## src/rtl/snake_disp_pkg.sv

```systemverilog
// ---------------------------------------------------------------------------
// snake_disp_pkg
// Shared definitions for the LED matrix display path.
//   ROWS / COLS  : matrix geometry (16 x 16)
//   ROW_W        : width of a row index
//   scan_state_t : row-scan phase (BLANK = all off, DRIVE = row lit)
//   row_word_t   : one row of column bits, bit c lights column c
//   row_select() : one-hot row-select word for a row index
// ---------------------------------------------------------------------------
package snake_disp_pkg;

    localparam int ROWS  = 16;
    localparam int COLS  = 16;
    localparam int ROW_W = $clog2(ROWS);

    typedef enum logic [0:0] {
        BLANK = 1'b0,
        DRIVE = 1'b1
    } scan_state_t;

    typedef logic [COLS-1:0]  row_word_t;
    typedef logic [ROW_W-1:0] row_idx_t;

    function automatic row_word_t row_select(input row_idx_t row);
        return row_word_t'(1) << row;
    endfunction

endpackage

```

## src/rtl/frame_bank.sv

```systemverilog
// ---------------------------------------------------------------------------
// frame_bank
// Two-bank (front/back) row store for the LED matrix.
//   clk, rst_n  : clock; synchronous active-low clear of both banks
//   we          : write enable for the back bank
//   front_sel   : which bank is currently displayed (0 or 1)
//   wr_row      : back-bank row to write
//   wr_data     : row word to write
//   rd_row      : front-bank row to read
//   rd_data     : combinational read of front[rd_row]
// Writes always target the bank that is NOT front_sel, so the displayed
// bank can never be modified while it is on screen.
// ---------------------------------------------------------------------------
module frame_bank
    import snake_disp_pkg::*;
(
    input  logic      clk,
    input  logic      rst_n,
    input  logic      we,
    input  logic      front_sel,
    input  row_idx_t  wr_row,
    input  row_word_t wr_data,
    input  row_idx_t  rd_row,
    output row_word_t rd_data
);

    localparam int WORDS = 2 * ROWS;

    logic [ROW_W:0]   wr_addr;
    logic [ROW_W:0]   rd_addr;
    logic [WORDS-1:0] wr_hit;
    row_word_t        mem [WORDS];

    assign wr_addr = {~front_sel, wr_row};
    assign rd_addr = {front_sel, rd_row};

    // Per-word write decode.
    generate
        for (genvar gi = 0; gi < WORDS; gi++) begin : g_hit
            assign wr_hit[gi] = we && (wr_addr == (ROW_W + 1)'(gi));
        end
    endgenerate

    always_ff @(posedge clk) begin
        if (!rst_n) begin
            for (int i = 0; i < WORDS; i++) begin
                mem[i] <= '0;
            end
        end else begin
            for (int i = 0; i < WORDS; i++) begin
                if (wr_hit[i]) begin
                    mem[i] <= wr_data;
                end
            end
        end
    end

    assign rd_data = mem[rd_addr];

endmodule

```

## src/rtl/led_scan_sched.sv

```systemverilog
// ---------------------------------------------------------------------------
// led_scan_sched
// Row-scan scheduler with a double-buffered 16x16 frame store.
//   clk, rst_n     : clock; synchronous active-low reset
//   wr_valid/ready : row-word write handshake into the back buffer
//   wr_row/wr_data : back-buffer row index and row word
//   commit         : request a front/back swap at the next frame boundary
//   commit_pending : swap queued; back buffer frozen (wr_ready low)
//   swapped        : pulse on the first cycle of a newly swapped frame
//   frame_start    : pulse on the first cycle of row 0 (its blank phase)
//   row_idx        : row being scanned, including its blank phase
//   LED_R / LED_C  : one-hot row select / column data, zero while blanking
// Each row is BLANK_TICKS cycles dark followed by ROW_TICKS cycles lit.
//
// The scan FSM runs one cycle ahead of the registered outputs: the outputs
// in a cycle are a decode of the FSM position of the previous cycle. This
// lets frame_start appear in the very first cycle after reset while the
// reset cycle itself shows all-zero outputs. The swap decision is taken on
// the FSM's frame-first position so that the front_sel toggle, the pending
// clear (wr_ready rising) and the swapped/frame_start pulses all become
// visible in the same cycle, right after the last lit cycle of row 15.
// ---------------------------------------------------------------------------
module led_scan_sched
    import snake_disp_pkg::*;
#(
    parameter int ROW_TICKS   = 1000,
    parameter int BLANK_TICKS = 8
)(
    input  logic        clk,
    input  logic        rst_n,
    input  logic        wr_valid,
    input  logic [3:0]  wr_row,
    input  logic [15:0] wr_data,
    output logic        wr_ready,
    input  logic        commit,
    output logic        commit_pending,
    output logic        swapped,
    output logic        frame_start,
    output logic [3:0]  row_idx,
    output logic [15:0] LED_R,
    output logic [15:0] LED_C
);

    localparam int MAX_TICKS = (ROW_TICKS > BLANK_TICKS) ? ROW_TICKS : BLANK_TICKS;
    localparam int TICK_W    = (MAX_TICKS > 1) ? $clog2(MAX_TICKS) : 1;

    localparam logic [TICK_W-1:0] ROW_LAST   = TICK_W'(ROW_TICKS - 1);
    localparam logic [TICK_W-1:0] BLANK_LAST = (BLANK_TICKS > 0) ? TICK_W'(BLANK_TICKS - 1) : '0;

    // With blanking disabled a row begins directly in DRIVE.
    localparam scan_state_t ROW_START = (BLANK_TICKS > 0) ? BLANK : DRIVE;

    scan_state_t       state_reg, state_next;
    row_idx_t          row_reg, row_next;
    logic [TICK_W-1:0] tick_reg, tick_next;
    logic              front_sel_reg;
    logic              commit_pending_reg;

    row_word_t         led_r_reg;
    row_word_t         led_c_reg;
    row_idx_t          row_idx_reg;
    logic              frame_start_reg;
    logic              swapped_reg;

    row_word_t         rd_data;
    logic              frame_first;
    logic              do_swap;
    logic              wr_en;

    // FSM sits on the first tick of row 0: the next outputs start a frame.
    assign frame_first = (row_reg == '0) && (tick_reg == '0) && (state_reg == ROW_START);
    assign do_swap     = frame_first && commit_pending_reg;
    assign wr_en       = wr_valid && !commit_pending_reg;

    frame_bank u_bank (
        .clk       (clk),
        .rst_n     (rst_n),
        .we        (wr_en),
        .front_sel (front_sel_reg),
        .wr_row    (wr_row),
        .wr_data   (wr_data),
        .rd_row    (row_reg),
        .rd_data   (rd_data)
    );

    always_comb begin
        state_next = state_reg;
        row_next   = row_reg;
        tick_next  = tick_reg + 1'b1;
        case (state_reg)
            BLANK: begin
                if (tick_reg == BLANK_LAST) begin
                    state_next = DRIVE;
                    tick_next  = '0;
                end
            end
            DRIVE: begin
                if (tick_reg == ROW_LAST) begin
                    state_next = ROW_START;
                    tick_next  = '0;
                    row_next   = row_reg + 1'b1;
                end
            end
            default: begin
                state_next = ROW_START;
                tick_next  = '0;
            end
        endcase
    end

    always_ff @(posedge clk) begin
        if (!rst_n) begin
            state_reg          <= ROW_START;
            row_reg            <= '0;
            tick_reg           <= '0;
            front_sel_reg      <= 1'b0;
            commit_pending_reg <= 1'b0;
            led_r_reg          <= '0;
            led_c_reg          <= '0;
            row_idx_reg        <= '0;
            frame_start_reg    <= 1'b0;
            swapped_reg        <= 1'b0;
        end else begin
            state_reg     <= state_next;
            row_reg       <= row_next;
            tick_reg      <= tick_next;
            front_sel_reg <= front_sel_reg ^ do_swap;

            // A commit seen while already pending (including the swap
            // cycle itself) is absorbed.
            if (do_swap) begin
                commit_pending_reg <= 1'b0;
            end else if (commit) begin
                commit_pending_reg <= 1'b1;
            end

            led_r_reg       <= (state_reg == DRIVE) ? row_select(row_reg) : '0;
            led_c_reg       <= (state_reg == DRIVE) ? rd_data : '0;
            row_idx_reg     <= row_reg;
            frame_start_reg <= frame_first;
            swapped_reg     <= do_swap;
        end
    end

    assign wr_ready       = !commit_pending_reg;
    assign commit_pending = commit_pending_reg;
    assign swapped        = swapped_reg;
    assign frame_start    = frame_start_reg;
    assign row_idx        = row_idx_reg;
    assign LED_R          = led_r_reg;
    assign LED_C          = led_c_reg;

endmodule

```

## config.mk

```make
export PLATFORM = sky130hd
export DESIGN_NAME = led_scan_sched
export DESIGN_NICKNAME = d
export VERILOG_FILES = /design/src/rtl/snake_disp_pkg.sv /design/src/rtl/frame_bank.sv /design/src/rtl/led_scan_sched.sv
export SDC_FILE = /design/constraint.sdc
export NUM_CORES = 1
export LEC_CHECK = 0
export CAP_MARGIN = 20
export CORE_MARGIN = 2
export CORE_UTILIZATION = 31
export DETAILED_ROUTE_END_ITERATION = 16
export HOLD_SLACK_MARGIN = 0.03
export SETUP_SLACK_MARGIN = 0.2
export SYNTH_ARGS = -nofsm -noshare
export SYNTH_HDL_FRONTEND = slang
export SYNTH_SLANG_ARGS = --single-unit
```

## constraint.sdc

```tcl
create_clock -name clk -period 5.5 [get_ports clk]
set_input_delay 0.825 -clock clk [delete_from_list [all_inputs] [get_ports clk]]
set_output_delay 0.825 -clock clk [all_outputs]
set_load 0.01 [all_outputs]
```

### Yosys cells after proc, flatten, opt, wreduce, memory -nomap -nowiden

Memory sizes are Yosys's and may differ from the RTL's. A register that Yosys moved wholly into a read port is not among the register bits.
Cells that the tools add are included.

* $add $sub $neg: 2
* bitwise gates (word level): 36
* reduce and logical (&&, ||, !) cells: 44
* shifts and indexed selects: 1
* eq/ne operators: 33
* muxes and demuxes: 135

Operators with widths (number)
* $mux 16: 32
* $mux 1: 99
* $eq 5x5->1 const B: 16
* $eq 5x4->1 const B: 8
* $logic_and 1x1->1: 36
* $or 1x1->1: 32
* $eq 5x3->1 const B: 4
* $mux 10: 2
* $pmux 10 s2: 1
* $shl 1x4->16 const A: 1
* $add 10x1->10 const B: 1
* $eq 10x10->1 const B: 1
* $eq 10x3->1 const B: 1
* $eq 5x2->1 const B: 2
* $logic_not 10->1: 1
* $eq 5x1->1 const B: 1
* $logic_not 5->1: 1
* $add 4x1->4 const B: 1
* $logic_not 4->1: 1
* $reduce_and 2->1: 2
* $not 1->1: 3
* $logic_not 1->1: 2
* $pmux 1 s2: 1
* $reduce_or 2->1: 1
* $xor 1x1->1: 1

* bits in registers: 39
* input port bits: 24
* RAM bits: 512
* logic and storage cells: 261
* output and inout bits: 40
* memories: 1

Memories
* u_bank.mem: depth 32, width 16, rd ports 1, clocked after Yosys merged registers in 1, write ports 32, line frame_bank.sv:32 `row_word_t mem [WORDS];`

### Longest topological paths before layout

Gate-level depths: netlist of run 1.

* word-level depth: 7
* gate-level depth with buffers: 10
* mapped depth without buffers: 6

### Hierarchy

Synthesis of run 1 repeated with hierarchy kept, for this count alone.

* cell total of the unflattened synthesis: 1702
* area total of the unflattened synthesis: 23507.5 sq um

Modules (own cells, without submodules)
* frame_bank: instances 1, area each 21652.0 sq um, sequential area each 15374.7 sq um, cells an instance 1514
* led_scan_sched: instances 1, area each 1855.5 sq um, sequential area each 1101.1 sq um, cells an instance 188

### Worst setup path after synthesis of run 1

Ideal clock, no wire load.

* kind: input-to-reg
* start point: input wr_row[1]
* end point: memory u_bank.mem[28][0] in the netlist's numbering (enable)
* cell stages on the path: 3
* required time: 5.089 ns
* arrival: 2.523 ns
* library setup time: 0.411 ns
* path buffers: 1
* setup slack: 2.566 ns
* cells stage by stage: clkbuf_1 or2_2 o21ai_0

RTL lines
* from (decl): line led_scan_sched.sv:32 `input logic [3:0] wr_row,`
* to (decl): line frame_bank.sv:32

==> flow_metrics.tcl, run 1 <==
set metrics [dict create \
    status "complete, no violations" \
    ys_seq_area_frac 0.718 \
    grt_pass1_wl_mm 85.6 \
    postRouteAntennaNets 0 \
    slew_violations 0 \
    port-buffer-count 63 \
    final-hold-violation-count 0 \
    reg2reg_from "row_reg[1]" \
    antenna_cells 0 \
    place_area_sq_mm 0.0246 \
    synthArstFlopShare 0 \
    pre_cts_slack_ns 1.67 \
    vdd_ir_drop_max_uv 309 \
    wl_mm 58.0 \
    routedWlPerCell_microns 23.3 \
    cts.sinks 567 \
    power.internal_mw 7.34 \
    finClkSkew_ns 0.0287 \
    area_growth_pct 15.7 \
    cp-end-kind "flop" \
    synth_seq_cells 567 \
    clkTransAtPathRegs_ns 0.06 \
    rsz0062_at_grt "no" \
    finalCriticalPeriod_ns 3.32 \
    netlist_area_sq_mm 0.0230 \
    clockPowerShare 0.430 \
    grt-ovfl-total 0 \
    drt_iter0_drc 1267 \
    fp.dieW_microns 276 \
    final_nets 1513 \
    layout_commonest_cell "edfxtp_1" \
    synth_edf_count 512 \
    start_kind "input port" \
    hold_slack_ns 0.465 \
    cts_tree "done" \
    layoutNonFillerInstCount 2488 \
    syn_area_per_cell_sq_um 16.2 \
    combinationalPowerShare 0.040 \
    grt_usage 0.151 \
    tns_ns 0 \
    grt_pass1_vias 12700 \
    mostFrequentLayoutCells "edfxtp_1 (512), nor2_1 (324), mux4_2 (116)" \
    critical_path_class "in2reg" \
    postCtsHoldBufs 0 \
    holdCritPathClass "reg2reg" \
    largest_reg_flops 512 \
    cts_setup_buffers 0 \
    sequentialPowerShare 0.530 \
    worst_pin_slew_ns 1.10 \
    h-tree-depth 2 \
    place_inst 2377 \
    place_congestion 0.825 \
    r2r_slack_ns 2.41 \
    drc 0 \
    yosysUniqueCellTypes 49 \
    top_register "u_bank.mem" \
    stdcell_area_sq_mm 0.0266 \
    endpoint "u_bank.mem[13][13]" \
    p_per_area_mw_per_mm2 352 \
    max_freq_mhz 301 \
    cts_max_path_buffers 3 \
    worst_slack_ns 2.18 \
    drt-vias-per-instance 5.12 \
    power_mw 9.34 \
    timing.rr.end "LED_C[0]" \
    timing.slew.headroom 0.266 \
    placementRows 99 \
    die_area_sq_mm 0.0763 \
    initial_core_util 0.314 \
    cp_max_fo 17 \
    cts_resized 0 \
    rr_worst_depth 5 \
    min-delay-start "tick_reg[0]" \
    maxCapViolCount 0 \
    drive_above_1_share 0.173 \
    ys.flop_type "edfxtp_1" \
    leakage_nw 9.06 \
    final_core_util 0.364 \
    dp_hpwl_mm 38.0 \
    switching_share 0.215 \
    crit_required_ns 5.73 \
    core_sq_mm 0.0731 \
    postSynthCellCount 1416 \
    grt_max_degree 63 \
    insertion_delay_ns 0.63 \
    antenna_found_initial 5 \
    yosys_warnings 0 \
    setup_violations 0 \
    cts_made_buffers 57 \
    dr.pass1.iters 5 \
    critical_path.startpoint "wr_row[0]" \
    die_y_microns 276 \
    clock-root-buffer "clkbuf_16" \
    critPathArrivalTime_ns 3.56 \
    min_period_over_period 0.604 \
    dr_total_vias 12700 \
    ioPinCount 64 \
    synth_fp_nets 1448 \
    switching_power_mw 2.01 \
]
==> routing by layer <==
metal | vias to the layer above | wire, microns | global-route usage
met5 | - | 47 | 0
met4 | 8 | 1350 | 0.0451
met3 | 86 | 4300 | 0.0281
met2 | 548 | 28700 | 0.256
met1 | 6605 | 23700 | 0.197
li1 | 5490 | - | -
==> cells in the mapped netlist, drive strengths merged, types with 11 or more instances <==
cell    count  share of area
edfxtp    512           0.67
nor2      326          0.054
mux4      128           0.13
nand2      85          0.014
clkbuf     60         0.0098
dfxtp      55          0.048
buf        35          0.013
inv        25         0.0041
a22oi      22         0.0081
o21ai      19         0.0041
mux2i      18         0.0078
a31oi      15         0.0041
nand3      15         0.0035
a211o      11         0.0042
o22ai      11         0.0030
==> logic make-up after synthesis <==
| kind of cell | synth area share |
|---|---|
| flip-flops | 0.718 |
| AND/OR/NAND/NOR | 0.0853 |
| multiplexers | 0.136 |
| buffers and inverters | 0.0268 |
| AO/OA/AOI/OAI | 0.0267 |
| XOR/XNOR | 0.00343 |
| adder cells (fa/ha/maj) | 0.00436 |
==> power groups by stage <==
| stage | Clock, mW | Combinational, mW | Sequential (mW) |
|---|---|---|---|
| 6_report | 4.01 | 0.378 | 4.95 |
| 5_1_grt | 4.23 | 0.404 | 4.97 |
| 3_5_place_dp | 0 | 0.378 | 5.04 |
| 2_1_floorplan | 0 | 0.211 | 5.01 |
| 3_3_place_gp | 0 | 0.368 | 5.03 |
| 4_1_cts | 4.07 | 0.378 | 4.95 |
==> worst max-delay path, cell delays in order <==
cell and delay (ns):
clkdlybuf4s50_1 0.73, nor2b_1 0.70, nand2_1 0.56, nand2_1 0.72
==> area by class of cell <==
cell class	instances	area, sq um
Inverter	25	93.8
Clock buffer	61	1440
Sequential cell	567	16500
Tap cell	959	1200
Clock inverter	46	497
Fill cell	6777	46500
Multi-Input combinational cell	729	5900
Timing Repair Buffer	101	953
==> worst min-delay path by stage <==
| stage | depth (start not counted) | slack (ns) | to |
|---|---|---|---|
| after CTS | 1 | 0.47 | tick_reg[0] |
| after floorplan | 1 | 0.43 | tick_reg[0] |
| after detailed placement | 1 | 0.46 | tick_reg[0] |
| after global placement | 1 | 0.44 | tick_reg[0] |
| after global routing | 1 | 0.50 | tick_reg[0] |
| final | 1 | 0.46 | tick_reg[0] |
Power figures use the tool's default switching activity.
==> run 2, diff against run 1 <==
==> constraint.sdc (replaced) <==
create_clock -name clk -period 3.4 [get_ports clk]
set_input_delay 0.51 -clock clk [delete_from_list [all_inputs] [get_ports clk]]
set_output_delay 0.51 -clock clk [all_outputs]
set_load 0.01 [all_outputs]
==> run 2 against run 1 <==
Die area unchanged. Critical path depth up 1. Flip-flop and latch count unchanged. Sequential power up 62%. Clock skew up 0.0089 ns. First-iteration DRC count down 2.0%. Clock power up 66%. Core utilization up 0.68 points. Non-clock buffer count up 52. Wire length up 3.0%.
==> flow_metrics.tcl, run 2 (synthesis results as in run 1) <==
set metrics [dict create \
    status "complete, no violations" \
    critical_path.max_stage_delay_ns 0.85 \
    place_congestion 0.812 \
    top_register "u_bank.mem" \
    drive_above_1_share 0.203 \
    grt_max_degree 38 \
    critical_path_class "reg2reg" \
    p_per_area_mw_per_mm2 565 \
    final_core_util 0.370 \
    cts_setup_buffers 0 \
    cts_tree "done" \
    grt_pass1_vias 13100 \
    worst_slack_ns 0.823 \
    clkTransAtPathRegs_ns 0.06 \
    drt_iter0_drc 1242 \
    ioPinCount 64 \
    insertion_delay_ns 0.65 \
    die_area_sq_mm 0.0763 \
    grt-ovfl-total 0 \
    tns_ns 0 \
    worst_pin_slew_ns 0.857 \
    setup_violations 0 \
    timing.slew.headroom 0.427 \
    cts_resized 0 \
    drc 0 \
    finalCriticalPeriod_ns 2.58 \
    cts_max_path_buffers 3 \
    multi_input_area_sq_mm 0.00590 \
    routedWlPerCell_microns 23.5 \
    antenna_found_initial 0 \
    postCtsHoldBufs 0 \
    die_y_microns 276 \
    wl_mm 59.8 \
    layout_commonest_cell "edfxtp_1" \
    h-tree-depth 2 \
    cp-end-kind "flop" \
    cts_made_buffers 59 \
    final_nets 1567 \
    critPathArrivalTime_ns 3.07 \
    clock-root-buffer "clkbuf_16" \
    finClkSkew_ns 0.0377 \
    largest_reg_flops 512 \
    place_area_sq_mm 0.0250 \
    stdcell_area_sq_mm 0.0271 \
    mostFrequentLayoutCells "edfxtp_1 (512), nor2_1 (324), mux4_2 (116)" \
    cp_slowest_cell "dfxtp_4" \
    dp_hpwl_mm 39.1 \
    final-hold-violation-count 0 \
    placementRows 99 \
    n_fill_cell 6743 \
    cts.sinks 567 \
    hold_slack_ns 0.464 \
    max_freq_mhz 388 \
    slew_violations 0 \
    start_kind "flop" \
    place_inst 2432 \
    dr_total_vias 12900 \
    ff_latch_area_sq_mm 0.0165 \
    port-buffer-count 63 \
    leakage_nw 9.35 \
    maxCapViolCount 0 \
    holdCritPathClass "reg2reg" \
    pre_cts_slack_ns 0.598 \
    core_sq_mm 0.0731 \
    drt-vias-per-instance 5.08 \
    area_growth_pct 17.9 \
    grt_usage 0.157 \
    grt_pass1_wl_mm 88.5 \
    vdd_ir_drop_max_uv 413 \
    fp.dieW_microns 276 \
    crit_chain "buf_12 -> buf_4 -> mux4_2 -> a22oi_2 -> a31oi_1" \
    crit_required_ns 3.89 \
    dr.pass1.iters 5 \
    power_mw 15.3 \
    layoutNonFillerInstCount 2545 \
    rsz0062_at_grt "no" \
    min_period_over_period 0.758 \
    postRouteAntennaNets 0 \
    cp_max_fo 37 \
    initial_core_util 0.314 \
]
[run 2: final timing paths]
path         slack [ns]        start           to  cells past startpoint
max                0.82   row_reg[0]     LED_C[0]                      5
min                0.46  tick_reg[0]  tick_reg[0]                      1
max reg2reg        0.82   row_reg[0]     LED_C[0]                      5
min reg2reg        0.46  tick_reg[0]  tick_reg[0]                      1
[run 2: cell type report]
type | instances | share of cell area
Clock inverter | 30 | 0.0125
Timing Repair Buffer | 153 | 0.0499
Sequential cell | 567 | 0.609
Clock buffer | 81 | 0.0626
Antenna cell | 1 | 0.0000925
Inverter | 25 | 0.00347
Multi-Input combinational cell | 729 | 0.218
Tap cell | 959 | 0.0443
[run 2: critical path, delay by kind of cell, from the launching register on]
kind | cells | cell delay [ns]
AO/OA/AOI/OAI | 2 | 0.38
buffers and inverters | 2 | 0.61
flip-flops | 1 | 0.85
multiplexers | 1 | 0.54
[run 2: power breakdown]
part	leakage, nW	internal (mW)	switching, mW
clock	1.01	3.89	2.77
sequential	5.71	7.91	0.0867
combinational	2.64	0.199	0.433
total	9.35	12.0	3.29
[run 2: routing by layer]
metal | global-route usage | wire length, microns
met1 | 0.210 | 25200
met2 | 0.255 | 28900
met4 | 0.0577 | 2020
met5 | 0 | 0
met3 | 0.0284 | 3660
==> run 3, diff against run 2 <==
==> constraint.sdc (replaced) <==
create_clock -name clk -period 2.4 [get_ports clk]
set_input_delay 0.36 -clock clk [delete_from_list [all_inputs] [get_ports clk]]
set_output_delay 0.36 -clock clk [all_outputs]
set_load 0.01 [all_outputs]
==> run 3 against run 2 <==
Final cell count increased by 1.8%. Clock skew decreased by 0.0073 ns. Power is 40% higher. Critical path depth up 1. Die area is the same. Core utilization is 1.1 points higher. Cell area is 3.1% higher. Wire length is essentially flat. Count of clock-buffer cells in the layout down 8. Flip-flop and latch count did not move. Critical path type unchanged.
==> flow_metrics.tcl, run 3 (synthesis results as in run 1) <==
set metrics [dict create \
    status "complete, no violations" \
    timing.slew.headroom 0.487 \
    holdPathStages 3 \
    dr.pass1.iters 5 \
    switching_share 0.216 \
    grt_pass1_wl_mm 89.1 \
    min-delay-start "commit" \
    worst_slack_ns 0.227 \
    core_sq_mm 0.0731 \
    timing.rr.end "LED_C[11]" \
    worst_pin_slew_ns 0.769 \
    grt_pass1_vias 13300 \
    postCtsHoldBufs 0 \
    clkTransAtPathRegs_ns 0.06 \
    cp-end-kind "flop" \
    port-buffer-count 63 \
    cts_max_path_buffers 3 \
    largest_reg_flops 512 \
    combinationalPowerShare 0.048 \
    power_mw 21.4 \
    pre_cts_slack_ns 0.0406 \
    leakage_nw 9.74 \
    vdd_ir_drop_max_uv 531 \
    rsz0062_at_grt "no" \
    antenna_found_initial 0 \
    die_y_microns 276 \
    routedWlPerCell_microns 23.1 \
    p_per_area_mw_per_mm2 766 \
    area_growth_pct 21.5 \
    dr_total_vias 13200 \
    antenna_cells 0 \
    holdCritPathClass "in2reg" \
    crit_required_ns 2.91 \
    wl_mm 59.8 \
    met1_usage 0.206 \
    whs_endpoint "commit_pending" \
    final_nets 1618 \
    initial_core_util 0.314 \
    use_met2 0.261 \
    sequentialPowerShare 0.530 \
    die_area_sq_mm 0.0763 \
    power.internal_mw 16.8 \
    ioPinCount 64 \
    top_register "u_bank.mem" \
    min_period_over_period 0.905 \
    finalCriticalPeriod_ns 2.17 \
    drt_iter0_drc 1282 \
    grt_max_degree 49 \
    placementRows 99 \
    cts.sinks 567 \
    final-hold-violation-count 0 \
    r2r_slack_ns 0.23 \
    start_kind "flop" \
    critPathArrivalTime_ns 2.68 \
    top_usage_layer "met2" \
    critical_path_class "reg2reg" \
    cts_tree "done" \
    rr_worst_depth 6 \
    clock-root-buffer "clkbuf_16" \
    cp_max_fo 12 \
    finClkSkew_ns 0.0304 \
    insertion_delay_ns 0.64 \
    h-tree-depth 2 \
    drc 0 \
    max_freq_mhz 460 \
    switching_power_mw 4.62 \
    maxCapViolCount 0 \
    grt-ovfl-total 0 \
    grt_usage 0.156 \
    cts_made_buffers 57 \
    drt-vias-per-instance 5.08 \
    clockPowerShare 0.423 \
    postRouteAntennaNets 0 \
    setup_violations 0 \
    final_core_util 0.382 \
    grtUsageMet3 0.0278 \
    dp_hpwl_mm 40.8 \
    reg2reg_from "row_reg[3]" \
    layout_commonest_cell "edfxtp_1" \
    drive_above_1_share 0.233 \
    mostFrequentLayoutCells "edfxtp_1 (512), nor2_1 (323), mux4_2 (116)" \
    place_congestion 0.790 \
    slew_violations 0 \
    fp.dieW_microns 276 \
]
run 3: cell count changes in the layout (fill, tap and decap cells not counted), sizes merged, moves of 3 or more:
cell and change:
buf +52, clkbuf -7, clkinv -3, clkinvlp +3, inv +3
run 3: worst max path at each step:
stage                     depth (start not counted)           from           endpoint
final                                             6     row_reg[3]          LED_C[11]
after global placement                            6     row_reg[0]           LED_C[3]
after floorplan                                   5  front_sel_reg  u_bank.mem[28][0]
after detailed placement                          5     row_reg[3]           LED_C[3]
after CTS                                         6     row_reg[0]           LED_C[3]
after global routing                              6     row_reg[3]          LED_C[11]
run 3: final cells by class:
class / count / area [sq um]
Fill cell: 6745 / 45200
Multi-Input combinational cell: 729 / 5910
Sequential cell: 567 / 16500
Tap cell: 959 / 1200
Clock buffer: 73 / 1600
Timing Repair Buffer: 206 / 2290
Clock inverter: 32 / 325
Inverter: 25 / 93.8
run 3: what timing repair did:
action | in CTS | in global routing
setup endpoints to repair | 2 | 7
buffers inserted | 5 | 4
gates resized for setup | 2 | 2
pin swaps | 0 | 2
gates cloned | 0 | 1
run 3: per-stage QoR:
| step | cell area [sq um] | std cells | hold WS (ns) | TNS (ns) |
|---|---|---|---|---|
| final | 27900 | 2591 | 0.348 | 0 |
| after floorplan | 23000 | 1416 | 0.430 | -6.50 |
| after CTS | 27800 | 2586 | 0.332 | 0 |
| after detailed placement | 25900 | 2476 | 0.466 | 0 |
| after global placement | 25900 | 2476 | 0.440 | 0 |
| after global routing | 27900 | 2591 | 0.443 | 0 |
run 3: metal layers:
metal  part of all wire  wire (microns)
met2               0.49           29500
met1               0.41           24700
met4              0.030            1770
met3              0.063            3750
met5                  0               0
run 3: power by group through the flow:
| stage | clock network [mW] | registers [mW] | logic, mW |
|---|---|---|---|
| 2_1_floorplan | 0 | 11.5 | 0.485 |
| 3_3_place_gp | 0 | 11.5 | 1.01 |
| 3_5_place_dp | 0 | 11.5 | 1.02 |
| 4_1_cts | 9.21 | 11.3 | 1.02 |
| 5_1_grt | 9.61 | 11.4 | 1.08 |
| 6_report | 9.04 | 11.3 | 1.02 |
run 3: critical path: stages (launching register included):
cell      delay [ns]
dfxtp_1         0.33
buf_12          0.15
buf_4           0.16
nand3b_1        0.38
o22ai_1         0.25
a211o_1         0.42
a31oi_1         0.36
==> patch, RTL diff (config.mk and constraints of run 3) <==
Put one more register stage on the output `LED_C`, cleared by the reset. The value now appears one clock later. The other outputs are not delayed to match.
--- a/src/rtl/led_scan_sched.sv
+++ b/src/rtl/led_scan_sched.sv
@@ -149,5 +149,11 @@
     assign row_idx        = row_idx_reg;
     assign LED_R          = led_r_reg;
-    assign LED_C          = led_c_reg;
+    always_ff @(posedge clk) begin
+        if (!rst_n) begin
+            LED_C <= '0;
+        end else begin
+            LED_C <= led_c_reg;
+        end
+    end
 
 endmodule
Function: not settled (the Yosys comparison gave no result); the edit may change what the design does.
==> patch against run 3 <==
Worst setup slack better by 0.032 ns. Sequential cell count increased by 16. Area after synthesis rose by 2.2%. Power increased by 4.3%. Fmax up 1.5%. Count of clock-buffer cells in the layout up 12. Critical path depth stayed put. Final area increased by 1.9%. Routed wire length grew 1.4%. Critical path type unchanged. Largest power group unchanged.
==> patch: results (changes against run 3) <==
Yosys
  – Sequential share of the synthesized area: 0.716 (-0.00192)
  – Syn Inst Count: 1,463 (+3.3%)
  – Mux contribution to synthesized area: 0.136 (+0.000624)
  – Post-synth top cells: edfxtp_1, nor2_1, mux4_2
  – Synth Area in Adders: 0.00427 (-0.0000946)
  – Synth top area cells: edfxtp_1, mux4_2, dfxtp_1, nor2_1, mux2i_1
  – Synth cell types: 47 (-4.1%)
  – Compound-cell area share of the yosys netlist: 0.0293 (+0.00262)

Global routing
  – Met1 Track Usage GR: 0.209 (+0.00268)
  – Met3 Usage GRT: 0.0317 (+0.00391)
  – Antenna violations before repair: 4 (+4)
  – Vias in the first global route: 13,600 (+1.7%)
  – GR Util All Layers: 0.155 (-0.000819)
  – Routing usage on met2: 0.251 (-0.0100)
  – Largest net degree at the start of global routing: 42 (-14%)

Placed design
  – DP Wirelength: 41,700 µm (+2.2%)
  – Placed instance count: 2,536 (+2.4%)
  – Area post-placement: 26,300 µm² (+1.8%)

Drt
  – Routed length on met3: 4410 µm (+18%)
  – Routed length on met1: 25,700 µm (+3.9%)

Setup path
  – Data arrival, critical path: 2.66 ns (-0.02 ns)
  – Max incr delay on CP: 0.57 ns (+0.15 ns)
  – Reg2Reg Setup Slack: 0.26 ns (+0.03 ns)
  – Worst reg2reg startpoint: row_reg[0]
  – Peak fanout along the critical path: 11 (-1)
  – Delay-heaviest family, CP: multiplexers

Cells and area
  – Fraction of area in registers: 0.591 (about the same)
  – Count of multi-input combinational gates: 757 (+3.8%)
  – # fillers: 6,820 (+1.1%)
  – FF+latch count: 583 (+2.8%)
  – Non-clk buf share: 0.0774 (-0.00476)
  – N_diodes: 1 (+1)
  – Ratio of cells with drive above 1 in the final layout: 0.212 (-0.0212)
  – Layout area overhead: 21.1%

Pwr
  – Peak VDD IR: 0.459 mV (-14%)
  – Switching share of power: 0.209 (-0.00710)
  – Reg power frac: 0.520 (-0.010)

Clock tree
  – Worst skew pair latency: 0.62 ns (-0.02 ns)
  – Total CTS buffers: 60 (+5.3%)
  – Resized cells post-CTS: 4 (+2)

Worst hold path
  – Hold Path Origin: rst_n

Timing
  – Clock skew: 0.0108 ns (-0.0196 ns)
  – Hold slack: 0.231 ns (-0.118 ns)
  – Max_slew headroom: 0.477 (-0.00915)

Outcome
  – Status: completed
patch: cell count changes in the layout (fill, tap and decap cells not counted), sizes merged, moves of 5 or more:
cell    before  now
a221oi       0   12
mux4       128  112
clkbuf      74   85
and2         5   20
nand2       85   69
a22oi       22   16
mux2i       18   65
o21ai       19   29
a221o        0   16
clkinv      20   15
o22ai       11    0
dfxtp       55   71
a211o       11    0
patch: worst min-delay path, delay by kind of cell:
kind / cells / cell delay (ns)
AOI/OAI and AO/OA: 1 / 0.10
buffers and inverters: 2 / 0.29
and+or+nand+nor: 1 / 0.04
patch: worst max path at each step:
stage	from	end	slack [ns]	cells past startpoint
finish	row_reg[0]	led_c_reg[3]	0.26	6
global route	row_reg[0]	front_sel_reg	0.16	6
CTS	row_reg[3]	led_c_reg[3]	0.21	4
detailed placement	row_reg[1]	led_c_reg[4]	0.09	5
global placement	row_reg[1]	led_c_reg[4]	0.08	5
floorplan	wr_row[1]	u_bank.mem[28][0]	-0.07	3
